**config.mk**
```make
export PLATFORM = sky130hd
export DESIGN_NAME = fix_div_seq
export DESIGN_NICKNAME = d
export VERILOG_FILES = /design/src/rtl/fix_div_seq.sv
export SDC_FILE = /design/constraint.sdc
export NUM_CORES = 1
export LEC_CHECK = 0
export BUFFER_PORTS_ARGS = -buffer_cell sky130_fd_sc_hd__buf_4
export CAP_MARGIN = 30
export CORE_MARGIN = 4
export CORE_UTILIZATION = 54
export CTS_CLUSTER_DIAMETER = 80
export DETAILED_ROUTE_END_ITERATION = 16
export MAX_ROUTING_LAYER = met4
export PLACE_DENSITY = 0.77
export SETUP_SLACK_MARGIN = 0.2
export SLEW_MARGIN = 20
export SYNTH_ARGS = -nofsm -noshare
export SYNTH_HDL_FRONTEND = slang
export SYNTH_SLANG_ARGS = --single-unit
export TNS_END_PERCENT = 30
```
**constraint.sdc**
```tcl
create_clock -name clk -period 3.6 [get_ports clk]
set_input_delay 0.9 -clock clk [delete_from_list [all_inputs] [get_ports clk]]
set_output_delay 0.9 -clock clk [all_outputs]
set_load 0.005 [all_outputs]
```
**src/rtl/fix_div_seq.sv**
```systemverilog
// Sequential signed fixed-point divider: restoring shift-subtract, one quotient bit per clock.
// Start/done handshake, saturation on overflow, divide-by-zero flag.
`timescale 1ns/1ps
module fix_div_seq #(
  parameter int ws = 16,
  parameter int dp = 8
) (
  input  logic          clk,
  input  logic          rst,
  input  logic          start,
  input  logic [ws-1:0] a,
  input  logic [ws-1:0] b,
  output logic          busy,
  output logic          done,
  output logic [ws-1:0] c,
  output logic          dz,
  output logic          ovf
);

  localparam int N  = ws + dp;
  localparam int CW = $clog2(N + 1);
  localparam logic [N-1:0]  QPOS = (N'(1) << (ws - 1)) - N'(1);
  localparam logic [N-1:0]  QNEG = N'(1) << (ws - 1);
  localparam logic [CW-1:0] CNT_INIT = CW'(N);

  typedef enum logic [1:0] {IDLE, RUN, DONE} state_t;

  state_t          state, state_next;
  logic            sign;
  logic [ws-1:0]   mag_b;
  logic [N-1:0]    dvd;
  logic [ws:0]     rem;
  logic [N-1:0]    quo;
  logic [CW-1:0]   cnt;

  logic            accept;
  logic            b_zero;
  logic            cnt_last;
  logic [ws-1:0]   abs_a, abs_b;
  logic [ws:0]     r_shift, r_next;
  logic            r_ge;
  logic [N-1:0]    q_next;
  logic [ws-1:0]   res;
  logic            res_ovf;

  assign accept   = start && (state != RUN);
  assign b_zero   = (b == '0);
  assign cnt_last = (cnt == CW'(1));
  assign abs_a    = a[ws-1] ? -a : a;
  assign abs_b    = b[ws-1] ? -b : b;

  always_ff @(posedge clk) begin
    if (rst) state <= IDLE;
    else     state <= state_next;
  end

  // NOTE: every output of a combinational block gets a default first so no latch is inferred.
  always_comb begin
    state_next = state;
    busy       = 1'b0;
    done       = 1'b0;
    case (state)
      IDLE: if (accept) state_next = b_zero ? DONE : RUN;
      RUN: begin
        busy = 1'b1;
        if (cnt_last) state_next = DONE;
      end
      DONE: begin
        done = 1'b1;
        if (accept) state_next = b_zero ? DONE : RUN;
        else        state_next = IDLE;
      end
      default: state_next = IDLE;
    endcase
  end

  // One restoring step; the remainder stays below |b| so ws+1 bits never overflow.
  always_comb begin
    r_shift = (rem << 1) | (ws+1)'(dvd[N-1]);
    r_ge    = (r_shift >= {1'b0, mag_b});
    r_next  = r_ge ? (r_shift - {1'b0, mag_b}) : r_shift;
    q_next  = (quo << 1) | N'(r_ge);
    res     = sign ? -q_next[ws-1:0] : q_next[ws-1:0];
    res_ovf = 1'b0;
    if (!sign && (q_next > QPOS)) begin
      res     = QPOS[ws-1:0];
      res_ovf = 1'b1;
    end else if (sign && (q_next > QNEG)) begin
      res     = QNEG[ws-1:0];
      res_ovf = 1'b1;
    end
  end

  // NOTE: sequential state is updated with non-blocking assignments only.
  always_ff @(posedge clk) begin
    if (rst) begin
      sign  <= 1'b0;
      mag_b <= '0;
      dvd   <= '0;
      rem   <= '0;
      quo   <= '0;
      cnt   <= '0;
      c     <= '0;
      dz    <= 1'b0;
      ovf   <= 1'b0;
    end else if (accept) begin
      sign  <= a[ws-1] ^ b[ws-1];
      mag_b <= abs_b;
      dvd   <= N'(abs_a) << dp;
      rem   <= '0;
      quo   <= '0;
      cnt   <= CNT_INIT;
      dz    <= b_zero;
      ovf   <= 1'b0;
      if (b_zero) c <= a[ws-1] ? QNEG[ws-1:0] : QPOS[ws-1:0];
    end else if (state == RUN) begin
      rem <= r_next;
      quo <= q_next;
      dvd <= dvd << 1;
      cnt <= cnt - CW'(1);
      if (cnt_last) begin
        c   <= res;
        ovf <= res_ovf;
      end
    end
  end

endmodule

```
==> results.cfg, run 1 <==
[outcome]
status = finished, final reports clean

[detailed_routing]
wirelength_um = 14580
wl_met2_um = 6671
highest_layer = met4
via_count = 5469
wire_per_inst_um = 15.93
drtIter0Drc = 366
met3_length_um = 965
via_per_inst = 5.977
met1_length_um = 6621
postRouteAntennaNets = 0
drc = 0
first_pass_iters = 6

[die]
initial_core_util = 0.5500
die_x_um = 110.3
core_area_um2 = 10280
num_rows = 37
dieArea_um2 = 12170
io_pins = 55
die_height_um = 110.3

[sta]
worstMarginPinSlew_ns = 0.7641
hold_violations = 0
setup_viol = 0
fin_setup_tns_ns = 0
clock.fmax_mhz = 304.5
finClkSkew_ns = 0.01114
period_needed_ns = 3.284
period_share = 0.9121
slew_violations = 0
rsz0062_at_grt = yes
max_slew_margin = 0.4906

[synthesis]
yosys.cell_types.count = 64
synth-edff-count = 0
netlist_area_um2 = 5653
ys_seq_elements = 97
yosysTopAreaCellShare = 0.3435
synth_top_cell_by_area = dfxtp_1
syn-num-nets = 790
netlist_top_cells_area = dfxtp_1 (34%), nand2_1 (6.7%), a21oi_1 (6.6%)
yosysWarnings = 0
yosysSeqAreaShare = 0.3435
async_flop_share = 0
yosys_most_used_dff = dfxtp_1
syn_avg_cell_area_um2 = 7.712
netlist_instances = 733

[global_routing]
overflow = 0
grt_usage = 0.2573
grt_max_degree = 79
grt_pass1_vias = 5103
antenna_found_initial = 0
grt_pass1_wl_um = 24100

[finish]
drive_gt1_frac = 0.1374
area_delta_synth_final_pct = 14.25
stdcell_count = 915
antennaDiodeCount = 0
nets = 831

[power_and_ir_drop]
pwr-share-comb = 0.312
powerDensity_nw_per_um2 = 435.5
internal-power_w = 0.001838
peakVddDrop_v = 0.0002011
sequentialPowerShare = 0.416
p_switching_w = 0.0009748
p_sw_frac = 0.3465
power_leakage_nw = 2.572
pwr-share-clk = 0.272

[placed_design]
dp_cells = 898
place_hpwl_um = 10420
gp_congestion = 0.9214
io_buffers = 54

[clock_tree]
cts_hold_buf = 0
htreeDepth = 3
cts_tree = yes
cts_sinks = 97
cts_root_buf = clkbuf_8
clkLatencyLatePin_ns = 0.38
clock_path_buffers = 2
numCtsBuffers = 9
clk_pin_slew_ns = 0.10

[setup_path]
cpPeakStageDelay_ns = 0.39
cp_max_fo = 5
critPathTopFamily = compound AO/OA/AOI/OAI gates
critPathKind = reg2reg
critPathRequiredTime_ns = 3.87
cp_slowest_cell = dfxtp_1
path_buf_inv = 2
critical_path.startpoint_type = flop
end_kind = flop
path_cells = inv_1 -> ha_1 -> a21oi_2 -> o21ai_2 -> nor2_1 -> o41a_1 -> a21o_1 -> ha_1 -> nor2b_1 -> nand4_1 -> o21ai_2 -> and2b_1 -> buf_4 -> a21o_1 -> nand2_1 -> o311ai_1 -> a22o_1
worstPathArrival_ns = 3.56

[job]
cap_violations = 0

[min_path]
hold_path.class = reg2reg
-- state kept, by name (all words and copies together) (netlist names) --
name   flops
c         16
cnt        5
dvd       16
dz         1
mag_b     16
ovf        1
quo       23
rem       16
sign       1
state      2
-- layout by cell type, fill, tap and decap left out, types with 8 or more instances in the layout --
cell | synthesis | final
nor4_1 | 9 | 9
ha_1 | 21 | 21
mux2i_1 | 18 | 18
inv_1 | 30 | 30
xnor2_1 | 12 | 12
nor3_1 | 17 | 17
a21o_1 | 8 | 8
xor2_1 | 28 | 28
buf_4 | 0 | 73
dfxtp_1 | 97 | 97
a21oi_1 | 75 | 73
nand3_1 | 12 | 11
clkbuf_8 | 0 | 10
o21ai_0 | 23 | 23
o31ai_1 | 11 | 11
nor2_1 | 76 | 75
a211oi_1 | 38 | 37
nand2_1 | 101 | 100
-- metrics by stage --
stage	utilization	worst slack [ns]	cell area, µm²	total power (W)	hold WS [ns]
after detailed placement	0.6032	0.1641	6200	0.002040	0.4427
after CTS	0.6238	0.2836	6411	0.002795	0.4637
after floorplan	-	0.2390	5655	0.001820	0.4363
final	0.6284	0.3163	6459	0.002813	0.4608
after global placement	0.6032	0.3137	6200	0.002012	0.4401
after global routing	0.6284	0.1295	6459	0.002980	0.4825
-- metal layers --
metal,vias to the layer above,GRT usage
li1,2686,-
met1,2550,0.3337
met2,198,0.4077
met3,35,0.03611
met4,0,0.1011
met5,-,-
-- logic make-up after synthesis --
kind of cell,synth area share
AOI/OAI and AO/OA,0.2408
xor gates and xnor gates,0.06198
adders and majority gates,0.05002
buffers and inverters,0.05091
DFF,0.3435
muxes,0.03187
and+or+nand+nor,0.2209
-- final timing paths --
check                           cells after the start  slack, ns                   start                 end
worst max-delay path                               17       0.32  mag_b[10]$_SDFFE_PP0P_   c[2]$_SDFFE_PP0P_
worst min-delay path                                2       0.46      c[10]$_SDFFE_PP0P_  c[10]$_SDFFE_PP0P_
worst max register to register                     17       0.32  mag_b[10]$_SDFFE_PP0P_   c[2]$_SDFFE_PP0P_
worst min register to register                      2       0.46      c[10]$_SDFFE_PP0P_  c[10]$_SDFFE_PP0P_
-- area by class of cell --
cell class,count,area (µm²)
Tap cell,136,170.2
Fill cell,895,3819
Sequential cell,97,1942
Timing Repair Buffer,73,548.0
Clock inverter,6,73.82
Multi-Input combinational cell,560,3463
Inverter,33,123.9
Clock buffer,10,137.6
-- power groups by stage --
stage	Clock, W	Combinational, W	Sequential (W)
CTS	0.000774	0.000852	0.00117
finish	0.000766	0.000878	0.00117
floorplan	0	0.000642	0.00118
detailed placement	0	0.000847	0.00119
global placement	0	0.000822	0.00119
global route	0.000832	0.000970	0.00118
-- cells in the mapped netlist (3+ instances only) --
master / count
dfxtp_1: 97
o21a_1: 3
xnor2_1: 12
nor3_1: 17
a31o_1: 5
o31ai_1: 11
nand3b_1: 3
o21ai_1: 9
nand4_1: 3
o211ai_1: 7
nor3b_1: 6
or3_1: 7
a22oi_1: 6
nor2b_1: 7
a211oi_1: 38
nor4_1: 9
nand3_1: 12
nand2_1: 101
nand2b_1: 7
ha_1: 21
mux2i_1: 18
and3_1: 6
o41ai_1: 4
or4_1: 5
a21oi_1: 75
a21o_1: 8
o21ai_0: 23
nor2_1: 76
clkbuf_1: 39
inv_1: 30
xor2_1: 28
-- worst min-delay path, stage by stage (launching register included) --
cell	delay, ns
dfxtp_1	0.32
nand2_1	0.05
o21ai_1	0.05
-- repair_timing --
action                     4_1_cts  5_1_grt
setup endpoints to repair        0       14
buffers inserted                 0        1
gates resized for setup          0       10
No activity file was read; power rests on OpenSTA's default activity.
==> run 2, diff against run 1 <==
--- a/config.mk
+++ b/config.mk
@@ -8,11 +8,13 @@
 export BUFFER_PORTS_ARGS = -buffer_cell sky130_fd_sc_hd__buf_4
 export CAP_MARGIN = 30
 export CORE_MARGIN = 4
-export CORE_UTILIZATION = 54
+export CORE_UTILIZATION = 56
+export CTS_BUF_LIST = sky130_fd_sc_hd__clkbuf_4 sky130_fd_sc_hd__clkbuf_8
 export CTS_CLUSTER_DIAMETER = 80
 export DETAILED_ROUTE_END_ITERATION = 16
 export MAX_ROUTING_LAYER = met4
-export PLACE_DENSITY = 0.77
+export PLACE_DENSITY = 0.79
+export RECOVER_POWER = 100
 export SETUP_SLACK_MARGIN = 0.2
 export SLEW_MARGIN = 20
 export SYNTH_ARGS = -nofsm -noshare
==> results.cfg, run 2 (synthesized netlist as in run 1, its figures left out) <==
[die]
die_height_um = 108.5
num_rows = 36
io_pins = 55
die_x_um = 108.5
dieArea_um2 = 11770
initial_core_util = 0.5757
core_area_um2 = 9819

[detailed_routing]
postRouteAntennaNets = 0
wire_per_inst_um = 15.27
via_per_inst = 5.850
via_count = 5329
first_pass_iters = 5
drtIter0Drc = 327
drc = 0
wirelength_um = 13910

[clock_tree]
clk_pin_slew_ns = 0.10
cts_hold_buf = 0
clock_path_buffers = 2
htreeDepth = 3
cts_tree = yes
clkLatencyLatePin_ns = 0.38
cts_root_buf = clkbuf_8
cts_sinks = 97
numCtsBuffers = 9

[finish]
top_register = quo
antennaDiodeCount = 0
nets = 830
fillerInstances = 871
area_delta_synth_final_pct = 13.21
final_common_cell = nand2_1
largest_reg_flops = 23
regArea_um2 = 1942
layout_common_cells = nand2_1 (101), dfxtp_1 (97), nor2_1 (76), a21oi_1 (75), buf_4 (46)
drive_gt1_frac = 0.1144
multi_input_area_um2 = 3432

[sta]
slew_violations = 0
period_share = 0.9148
max_slew_margin = 0.1196
hold_violations = 0
clock.fmax_mhz = 303.7
setup_viol = 0
finClkSkew_ns = 0.01184
rsz0062_at_grt = yes
period_needed_ns = 3.293
worstMarginPinSlew_ns = 1.321
fin_setup_tns_ns = 0

[min_path]
hold_path.class = reg2reg
hold_start = c[10]$_SDFFE_PP0P_
hold_path_depth = 2

[job]
cap_violations = 0

[placed_design]
place_hpwl_um = 10100
gp_congestion = 0.9764
io_buffers = 54

[setup_path]
r2r_cells = 16
end_kind = flop
cp-startpoint = mag_b[10]$_SDFFE_PP0P_
worstReg2RegStart = mag_b[10]$_SDFFE_PP0P_
cp_max_fo = 7
critPathKind = reg2reg
worstPathArrival_ns = 3.56
critPathRequiredTime_ns = 3.87
critical_path.startpoint_type = flop

[global_routing]
grt_usage = 0.2510
grt_pass1_vias = 4972
grt_max_degree = 79
overflow = 0
grt_pass1_wl_um = 23430
antenna_found_initial = 0

[power_and_ir_drop]
power_leakage_nw = 2.532
powerDensity_nw_per_um2 = 443.0
power.total_w = 0.002835
peakVddDrop_v = 0.0001969

[outcome]
status = finished, final reports clean
run 2: cell type report:
class / instances / area share
timing repair buffer: 72 / 0.07937
inverter: 33 / 0.01935
multi-input combinational: 560 / 0.5363
sequential: 97 / 0.3034
tap: 133 / 0.02600
clock buffer: 10 / 0.02151
clock inverter: 6 / 0.01408
run 2: timing repair:
action,4_1_cts,5_1_grt
resized for setup,0,5
buffers inserted,0,0
endpoints found under the setup margin,0,10
run 2: worst max-delay path: stages, from the launching register on:
cell,delay [ns]
dfxtp_1,0.38
inv_1,0.07
ha_1,0.38
a21oi_1,0.10
o21ai_1,0.20
nor2_1,0.06
o41a_1,0.31
a21o_1,0.19
ha_1,0.19
nor2b_1,0.13
nand4_1,0.16
o21ai_2,0.08
and2b_1,0.17
nand2_1,0.26
nor3b_1,0.10
a211oi_1,0.29
o21ai_0,0.12
run 2: metal layers:
metal	part of all wire	vias to the layer above	track usage	routed length, µm
met4	0.015	0	0.07574	206
met5	0	-	-	0
met2	0.44	141	0.3747	6189
met3	0.055	24	0.04716	764
li1	-	2687	-	-
met1	0.49	2477	0.3455	6753
run 2: where the power goes:
part	leakage [nW]	switching, W	internal, W
combinational	1.63	0.000502	0.000349
sequential	0.791	0.0000412	0.00113
clock	0.113	0.000402	0.000413
total	2.53	0.000945	0.00189
run 2: per-stage QoR:
step	hold WS [ns]	utilization	cells	cell area [µm²]	worst slack, ns
6_report	0.4541	0.6518	911	6400	0.3068
5_1_grt	0.4995	0.6518	911	6400	0.05908
4_1_cts	0.4616	0.6542	911	6424	0.2993
3_5_place_dp	0.4456	0.6310	895	6196	0.2176
3_3_place_gp	0.4400	0.6310	895	6196	0.3054
2_1_floorplan	0.4363	-	733	5655	0.2390
run 2: worst paths after layout:
path / end / slack [ns]
max: c[8]$_SDFFE_PP0P_ / 0.31
max reg2reg: c[8]$_SDFFE_PP0P_ / 0.31
min reg2reg: c[10]$_SDFFE_PP0P_ / 0.45
min: c[10]$_SDFFE_PP0P_ / 0.45
==> run 3, diff against run 2 <==
--- a/config.mk
+++ b/config.mk
@@ -7,7 +7,7 @@
 export LEC_CHECK = 0
 export BUFFER_PORTS_ARGS = -buffer_cell sky130_fd_sc_hd__buf_4
 export CAP_MARGIN = 30
-export CORE_MARGIN = 4
+export CORE_MARGIN = 5
 export CORE_UTILIZATION = 56
 export CTS_BUF_LIST = sky130_fd_sc_hd__clkbuf_4 sky130_fd_sc_hd__clkbuf_8
 export CTS_CLUSTER_DIAMETER = 80
==> results.cfg, run 3 (synthesized netlist as in run 1, its figures left out) <==
[outcome]
status = finished, final reports clean

[placed_design]
place_ws_ns = 0.1493
place_hpwl_um = 10050
dp_cells = 894
gp_congestion = 0.9662
io_buffers = 54

[detailed_routing]
postRouteAntennaNets = 0
wire_per_inst_um = 15.44
via_per_inst = 5.998
drtIter0Drc = 384
via_count = 5458
drc = 0
first_pass_iters = 5
wirelength_um = 14050

[sta]
setup_viol = 0
clock.fmax_mhz = 306.9
fin_setup_tns_ns = 0
period_share = 0.9052
hold_violations = 0
period_needed_ns = 3.259
max_slew_margin = 0.3461
worstMarginPinSlew_ns = 0.9798
setup_slack_ns = 0.3412
rsz0062_at_grt = yes
slew_violations = 0
finClkSkew_ns = 0.01280

[setup_path]
critPathTopFamily = compound AO/OA/AOI/OAI gates
path_cells = inv_1 -> ha_1 -> nand2_1 -> o21ai_2 -> nor2_1 -> o41a_1 -> a21o_1 -> buf_4 -> inv_1 -> nor3_1 -> a21o_1 -> a31o_1
cp_slowest_cell = inv_1
worstPathArrival_ns = 3.54
end_kind = flop
critPathKind = reg2reg
cp_max_fo = 25
critPathRequiredTime_ns = 3.88
critical_path.startpoint_type = flop
path_buf_inv = 3
cpPeakStageDelay_ns = 0.72

[finish]
drive_gt1_frac = 0.1184
fillerInstances = 889
nets = 829
final_common_cell = nand2_1
stdcell_count = 910
area_delta_synth_final_pct = 13.50
layout_common_cells = nand2_1 (101), dfxtp_1 (97), a21oi_1 (75), nor2_1 (75), buf_4 (47)
antennaDiodeCount = 0
top_register = quo
largest_reg_flops = 23

[power_and_ir_drop]
peakVddDrop_v = 0.0002676
powerDensity_nw_per_um2 = 442.3
power_leakage_nw = 2.536

[die]
dieArea_um2 = 12200
die_x_um = 110.5
io_pins = 55
die_height_um = 110.5
num_rows = 36
initial_core_util = 0.5757
core_area_um2 = 9819

[global_routing]
antenna_found_initial = 0
overflow = 0
grt_usage = 0.2338
grt_pass1_wl_um = 24010
grt_pass1_vias = 5189
grt_max_degree = 79

[clock_tree]
cts_sinks = 97
clkLatencyLatePin_ns = 0.38
clk_pin_slew_ns = 0.10
clock_path_buffers = 2
htreeDepth = 3
cts_hold_buf = 0
numCtsBuffers = 9
cts_root_buf = clkbuf_8
cts_tree = yes

[job]
cap_violations = 0

[min_path]
hold_path.class = reg2reg
## run 3: cell type report
cell class,count,area (µm²),area share
clock buffer,9,123.9,0.01931
clock inverter,7,101.3,0.01580
inverter,33,123.9,0.01931
multi-input combinational,560,3448,0.5374
sequential,97,1942,0.3027
tap,133,166.4,0.02594
timing repair buffer,71,510.5,0.07956
## run 3: power breakdown
part / internal, W / total (W) / switching (W) / leakage (nW)
Clock: 0.000400 / 0.000814 / 0.000414 / 0.112
Combinational: 0.000352 / 0.000855 / 0.000502 / 1.63
Sequential: 0.00113 / 0.00117 / 0.0000415 / 0.791
## run 3: final timing paths
| check | start | endpoint | slack, ns | depth (start not counted) |
|---|---|---|---|---|
| max | mag_b[12]$_SDFFE_PP0P_ | c[9]$_SDFFE_PP0P_ | 0.34 | 12 |
| min | c[10]$_SDFFE_PP0P_ | c[10]$_SDFFE_PP0P_ | 0.46 | 2 |
| max reg2reg | mag_b[12]$_SDFFE_PP0P_ | c[9]$_SDFFE_PP0P_ | 0.34 | 12 |
| min reg2reg | c[10]$_SDFFE_PP0P_ | c[10]$_SDFFE_PP0P_ | 0.46 | 2 |
## run 3: repair_timing
action,4_1_cts,5_1_grt
endpoints found under the setup margin,0,13
buffers inserted,0,0
resized for setup,0,9
## run 3: worst min-delay path, stage by stage (launching register included)
cell     delay [ns]
dfxtp_1        0.34
nand2_1        0.04
o21ai_0        0.06
## run 3: metal layers
layer  up-vias  routed length, µm  GRT usage
met4         0                265    0.08128
met5         -                  0          -
li1       2696                  -          -
met2       224               6489     0.3685
met3        24               1013    0.03392
met1      2514               6286     0.3073
## run 3: through the flow
| stage | hold WS [ns] | area, µm² | total power [W] | utilization |
|---|---|---|---|---|
| after detailed placement | 0.4445 | 6188 | 0.002028 | 0.6302 |
| after CTS | 0.4583 | 6414 | 0.002837 | 0.6532 |
| after floorplan | 0.4363 | 5655 | 0.001820 | - |
| after global routing | 0.4927 | 6416 | 0.002992 | 0.6534 |
| final | 0.4630 | 6416 | 0.002838 | 0.6534 |
| after global placement | 0.4399 | 6188 | 0.002001 | 0.6302 |
